File: src/rtl/dualrail_nibble_tx_if.sv
// Link-side bundle for the dual-rail nibble transmitter: parallel request side,
// 3-wire line side and the FSM state for observation.
interface dualrail_nibble_tx_if #(
   parameter int NBITS = 4
);
   logic [NBITS-1:0] data;
   logic             send;
   logic             busy;
   logic             done;
   logic             start;
   logic             bin1;
   logic             bin0;
   logic [2:0]       fsm_state;

   // send is a request, not a valid/ready pair: it is taken on any clk edge
   // where send=1 and busy=0; while busy=1 it is ignored (no queuing).
   modport master (
      output data, send,
      input  busy, done, start, bin1, bin0, fsm_state
   );

   modport slave (
      input  data, send,
      output busy, done, start, bin1, bin0, fsm_state
   );
endinterface

File: src/rtl/dualrail_nibble_tx.sv
// Transmit end of the start/dual-rail serial link: a start-low preamble, then
// MSB-first dual-rail symbols each followed by an 11 spacer, then an idle gap.
module dualrail_nibble_tx #(
   parameter int NBITS        = 4,
   parameter int START_CYCLES = 3,
   parameter int GAP_CYCLES   = 1
) (
   input logic                clk,
   input logic                rst,
   dualrail_nibble_tx_if.slave link
);

   typedef enum logic [2:0] {
      IDLE  = 3'd0,
      START = 3'd1,
      DATA  = 3'd2,
      SPACE = 3'd3,
      GAP   = 3'd4
   } state_t;

   localparam int CMAX = (START_CYCLES > GAP_CYCLES) ? START_CYCLES : GAP_CYCLES;
   localparam int CW   = (CMAX > 1) ? $clog2(CMAX) : 1;
   localparam int BW   = $clog2(NBITS + 1);

   state_t           state_q, state_d;
   logic [CW-1:0]    cnt_q, cnt_d;
   logic [BW-1:0]    bit_cnt_q, bit_cnt_d;
   logic [NBITS-1:0] shreg_q, shreg_d;
   logic             start_q, start_d;
   logic             bin1_q, bin1_d;
   logic             bin0_q, bin0_d;
   logic             busy_q, busy_d;
   logic             done_q, done_d;

   always_ff @(posedge clk or posedge rst) begin
      if (rst) begin
         state_q   <= IDLE;
         cnt_q     <= '0;
         bit_cnt_q <= '0;
         shreg_q   <= '0;
         start_q   <= 1'b1;
         bin1_q    <= 1'b1;
         bin0_q    <= 1'b1;
         busy_q    <= 1'b0;
         done_q    <= 1'b0;
      end else begin
         state_q   <= state_d;
         cnt_q     <= cnt_d;
         bit_cnt_q <= bit_cnt_d;
         shreg_q   <= shreg_d;
         start_q   <= start_d;
         bin1_q    <= bin1_d;
         bin0_q    <= bin0_d;
         busy_q    <= busy_d;
         done_q    <= done_d;
      end
   end

   // Lines default to the 11 spacer/idle code; only the symbol transitions
   // override them, so 00 can never be produced.
   always_comb begin
      state_d   = state_q;
      cnt_d     = cnt_q;
      bit_cnt_d = bit_cnt_q;
      shreg_d   = shreg_q;
      start_d   = start_q;
      bin1_d    = 1'b1;
      bin0_d    = 1'b1;
      busy_d    = busy_q;
      done_d    = 1'b0;
      case (state_q)
         IDLE: begin
            start_d = 1'b1;
            if (link.send) begin
               shreg_d   = link.data;
               busy_d    = 1'b1;
               start_d   = 1'b0;
               cnt_d     = CW'(START_CYCLES - 1);
               bit_cnt_d = '0;
               state_d   = START;
            end
         end
         START: begin
            if (cnt_q == '0) begin
               start_d = 1'b1;
               bin1_d  = ~shreg_q[NBITS-1];
               bin0_d  = shreg_q[NBITS-1];
               state_d = DATA;
            end else begin
               cnt_d = cnt_q - CW'(1);
            end
         end
         DATA: begin
            shreg_d   = shreg_q << 1;
            bit_cnt_d = bit_cnt_q + BW'(1);
            state_d   = SPACE;
         end
         SPACE: begin
            if (bit_cnt_q < BW'(NBITS)) begin
               bin1_d  = ~shreg_q[NBITS-1];
               bin0_d  = shreg_q[NBITS-1];
               state_d = DATA;
            end else begin
               cnt_d   = CW'(GAP_CYCLES - 1);
               done_d  = (GAP_CYCLES == 1);
               state_d = GAP;
            end
         end
         GAP: begin
            if (cnt_q == '0) begin
               busy_d  = 1'b0;
               state_d = IDLE;
            end else begin
               cnt_d  = cnt_q - CW'(1);
               done_d = (cnt_q == CW'(1));
            end
         end
         default: state_d = IDLE;
      endcase
   end

   assign link.start     = start_q;
   assign link.bin1      = bin1_q;
   assign link.bin0      = bin0_q;
   assign link.busy      = busy_q;
   assign link.done      = done_q;
   assign link.fsm_state = state_q;

endmodule

File: src/flat_wrapper.sv
// flat-port wrapper written by rule: the top's interface ports become plain ports
module dualrail_nibble_tx_flat 
#(
   parameter int NBITS        = 4,
   parameter int START_CYCLES = 3,
   parameter int GAP_CYCLES   = 1
)
  (clk, rst, link_data, link_send, link_busy, link_done, link_start, link_bin1, link_bin0, link_fsm_state);
  dualrail_nibble_tx_if #(.NBITS(NBITS)) link_i ();
  input logic clk;
  input logic rst;
  input wire logic [$bits(link_i.data)-1:0] link_data;
  input wire logic [$bits(link_i.send)-1:0] link_send;
  output wire logic [$bits(link_i.busy)-1:0] link_busy;
  output wire logic [$bits(link_i.done)-1:0] link_done;
  output wire logic [$bits(link_i.start)-1:0] link_start;
  output wire logic [$bits(link_i.bin1)-1:0] link_bin1;
  output wire logic [$bits(link_i.bin0)-1:0] link_bin0;
  output wire logic [$bits(link_i.fsm_state)-1:0] link_fsm_state;
  assign link_i.data = link_data;
  assign link_i.send = link_send;
  assign link_busy = link_i.busy;
  assign link_done = link_i.done;
  assign link_start = link_i.start;
  assign link_bin1 = link_i.bin1;
  assign link_bin0 = link_i.bin0;
  assign link_fsm_state = link_i.fsm_state;
  dualrail_nibble_tx #(.NBITS(NBITS), .START_CYCLES(START_CYCLES), .GAP_CYCLES(GAP_CYCLES)) u_core (.clk(clk), .rst(rst), .link(link_i));
endmodule
File: config.mk
export PLATFORM = sky130hd
export DESIGN_NAME = dualrail_nibble_tx_flat
export DESIGN_NICKNAME = d
export VERILOG_FILES = /design/src/rtl/dualrail_nibble_tx_if.sv /design/src/rtl/dualrail_nibble_tx.sv /design/src/flat_wrapper.sv
export SDC_FILE = /design/constraint.sdc
export NUM_CORES = 1
export LEC_CHECK = 0
export CORE_ASPECT_RATIO = 0.9
export CORE_MARGIN = 5
export CORE_UTILIZATION = 50
export CTS_CLUSTER_DIAMETER = 120
export DETAILED_ROUTE_END_ITERATION = 8
export HOLD_SLACK_MARGIN = 0.05
export PLACE_DENSITY = 0.79
export SKIP_LAST_GASP = 1
export SLEW_MARGIN = 10
export SYNTH_ARGS = -nofsm -noshare
export SYNTH_HDL_FRONTEND = slang
export SYNTH_SLANG_ARGS = --single-unit
File: constraint.sdc
create_clock -name clk -period 1.9 [get_ports clk]
set_input_delay 0.57 -clock clk [delete_from_list [all_inputs] [get_ports clk]]
set_output_delay 0.57 -clock clk [all_outputs]
set_load 0.01 [all_outputs]
==> results.toml <==
[run_status]
status = "finished clean"

[hold_path]
hold_class = "reg -> reg"
whs_path_depth = 1
hp-start = "u_core.shreg_q[3]"
holdPathEnd = "u_core.link.bin1"

[timing]
min_period_over_period_pct = 93.5
setup_viol = 0
finalClockSkew_ns = 0.00823
timing.final.ws_setup_ns = 0.123
fmax_mhz = 563
drv_slew = 0
hold_viol = 0
finalCriticalPeriod_ns = 1.78
relSlewSlack_pct = 80.5
fin_tns_setup_ns = 0
rsz0062_at_grt = "no"
tightest_slew_ns = 0.293

[logic_synthesis]
synthAdderAreaFrac_pct = 5.48
syn_area_per_cell_um2 = 8.95
synth_area_leaders = "dfrtp_1 38%, dfstp_2 8.6%, nand2_1 6.6%"
synth_compound_area_share_pct = 20.4
synth_edf_count = 0
ys.flop_type = "dfrtp_1"
synth_common_cells = "16 x nand2_1, 14 x dfrtp_1, 9 x nand3_1, 7 x o21ai_0"
ys_warn_count = 0
synth_top_family_by_area = "simple AND/OR/NAND/NOR gates"
syn-cell-area_um2 = 913
synth-xor-area-share_pct = 0
yosysTopAreaCell = "dfrtp_1"
synthCells = 102
yosysMostFrequentCell = "nand2_1"
synth.area.mux_share_pct = 1.10
yosysSeqAreaShare_pct = 47.0
syn_nets = 113
ys_seq_elements = 17
synth_top_area_share_pct = 38.4
synthSimpleGateAreaFrac_pct = 21.1
async_reset_ff_share_pct = 100
ys_types = 30

[route]
wirelength_um = 1990
vias = 819
final_antenna_net_count = 0
drcViolationCount = 0
routed_via_density = 5.61
initialDrtViolationCount = 25
wl_per_cell_um = 13.6
drt_pass1_iterations = 4

[final_layout]
utilization_pct = 66.7
diodes = 0
area_delta_synth_final_pct = 24.1
nets = 134
drive_gt1_share_pct = 13.9
multi_input_area_um2 = 439
fillers = 148
final-seq-area_um2 = 429

[pwr]
pwr-share-seq_pct = 33.3
internal-power_mw = 1.05
ir_worst_vdd_mv = 0.966
swShare_pct = 42.9
power_switching_uw = 785
clkPwrFrac_pct = 10.2
power_density_nw_per_um2 = 1610
pwr-share-comb_pct = 56.4
power_leakage_nw = 0.509

[global_route]
grtUsageTotal_pct = 17.5
grt_pass1_wl_um = 3570
overflow = 0
antenna_found_initial = 0
grt_max_degree = 18
grt_pass1_vias = 786

[critical_path]
critPathBufInv = 1
worst_setup_path_end_kind = "output pin"
rr_worst_depth = 6
crit_type = "reg -> out"
rr_endpoint = "u_core.cnt_q[0]"
crit_fanout = 3
crit_family = "buffers and inverters"
worstPathRequired_ns = 1.33
cpMaxStageDelayCell = "clkdlybuf4s50_1"
slowest_delay_ns = 0.55
r2r_start = "u_core.cnt_q[0]"
critPathLaunchType = "flip-flop"
path_cells = "clkdlybuf4s50_1"
arrival_ns = 1.21
rrSetupSlack_ns = 0.29

[placement]
dp_hpwl_um = 1480
place_ws_ns = 0.135
gp_congestion = 0.887
port_buffers = 14

[clocking]
ctsHoldBuffers = 0
clk_pin_slew_ns = 0.10
cts_buffers = 3
clock-sinks = 17
cts-root-buf = "clkbuf_4"
htreeDepth = 1
clk_latency_ns = 0.29
cts_tree = "yes"
cts_buffer_depth = 2

[floorplanning]
die_y_um = 50.5
initial_core_util_pct = 53.8
die_area_um2 = 2780
ios = 15
rows = 14
die_w_um = 55.1
core_area_um2 = 1700

[flow_run]
maxCapViolCount = 0
sequential cells by signal (all words and copies together), names as in the netlist:
signal and flops:
u_core.bit_cnt_q 3, u_core.cnt_q 2, u_core.link.done 1, u_core.link.fsm_state 3, u_core.link.start 1, u_core.shreg_q 4, u_core.link.bin0 1, u_core.link.bin1 1
u_core.link.busy 1
timing repair:
item                                    in CTS  in global routing
gates resized for setup                      3                  0
endpoints found under the setup margin       3                  0
setup buffers                                0                  0
worst max path at each step:
stage                     start  cells after the start  slack [ns]              end
2_1_floorplan   u_core.cnt_q[0]                      6        0.39  u_core.cnt_q[0]
3_3_place_gp          link_send                      5        0.19  u_core.cnt_q[0]
3_5_place_dp          link_send                      5        0.13  u_core.cnt_q[0]
4_1_cts        u_core.link.busy                      1        0.11        link_busy
5_1_grt        u_core.link.busy                      1        0.05        link_busy
6_report       u_core.link.busy                      1        0.12        link_busy
cells by family after synthesis:
logic type / after synthesis
buf+inv: 11
fa+ha+maj: 4
mux: 1
simple gates: 41
flops: 17
compound gates: 28
layer usage:
| layer | up-vias | share of wire [%] | global-route usage [%] | routed length [um] |
|---|---|---|---|---|
| li1 | 402 | - | - | - |
| met1 | 390 | 45 | 24.0 | 884 |
| met2 | 23 | 49 | 25.6 | 973 |
| met3 | 4 | 5.1 | 5.62 | 102 |
| met4 | 0 | 1.3 | 6.07 | 25 |
| met5 | - | 0 | 0 | 0 |
cells in the final DEF (no fill, tap or decap), drive strengths merged:
cell,synthesis,final
a21oi,6,6
clkinv,0,1
clkdlybuf4s50,0,11
a2bb2oi,1,1
clkbuf,1,3
o22ai,2,2
dlygate4sd2,0,3
nand3,9,9
dfrtp,14,14
o2bb2ai,1,1
o22a,1,1
o211ai,1,1
nor3,2,2
a31oi,2,2
inv,7,7
nor2,8,8
o32ai,1,1
ha,4,4
a22o,2,2
buf,3,6
nor4,1,1
o21ai,8,8
nand2,16,16
a211o,2,2
a32o,1,1
nand2b,4,4
nor2b,1,1
mux2i,1,1
dfstp,3,3
power by group through the flow:
stage	Combinational, mW	Clock (mW)	Sequential, mW
floorplan	0.665	0	0.661
global route	1.16	0.219	0.632
global placement	1.00	0	0.615
finish	1.03	0.188	0.610
detailed placement	1.05	0	0.618
CTS	1.03	0.196	0.611
area by class of cell:
| type | instances | share of cell area [%] |
|---|---|---|
| timing repair buffer | 20 | 16.0 |
| clock buffer | 3 | 1.99 |
| clock inverter | 1 | 0.442 |
| inverter | 7 | 2.32 |
| tap | 24 | 2.65 |
| sequential | 17 | 37.9 |
| multi-input combinational | 74 | 38.7 |
stage by stage:
step,instance area (um2),power [mW],hold slack (ns),instances
floorplan,913,1.33,0.414,102
global placement,1110,1.62,0.461,142
detailed placement,1110,1.66,0.456,142
CTS,1130,1.84,0.483,146
global route,1130,2.01,0.527,146
finish,1130,1.83,0.490,146
Power figures use the tool's default switching activity.
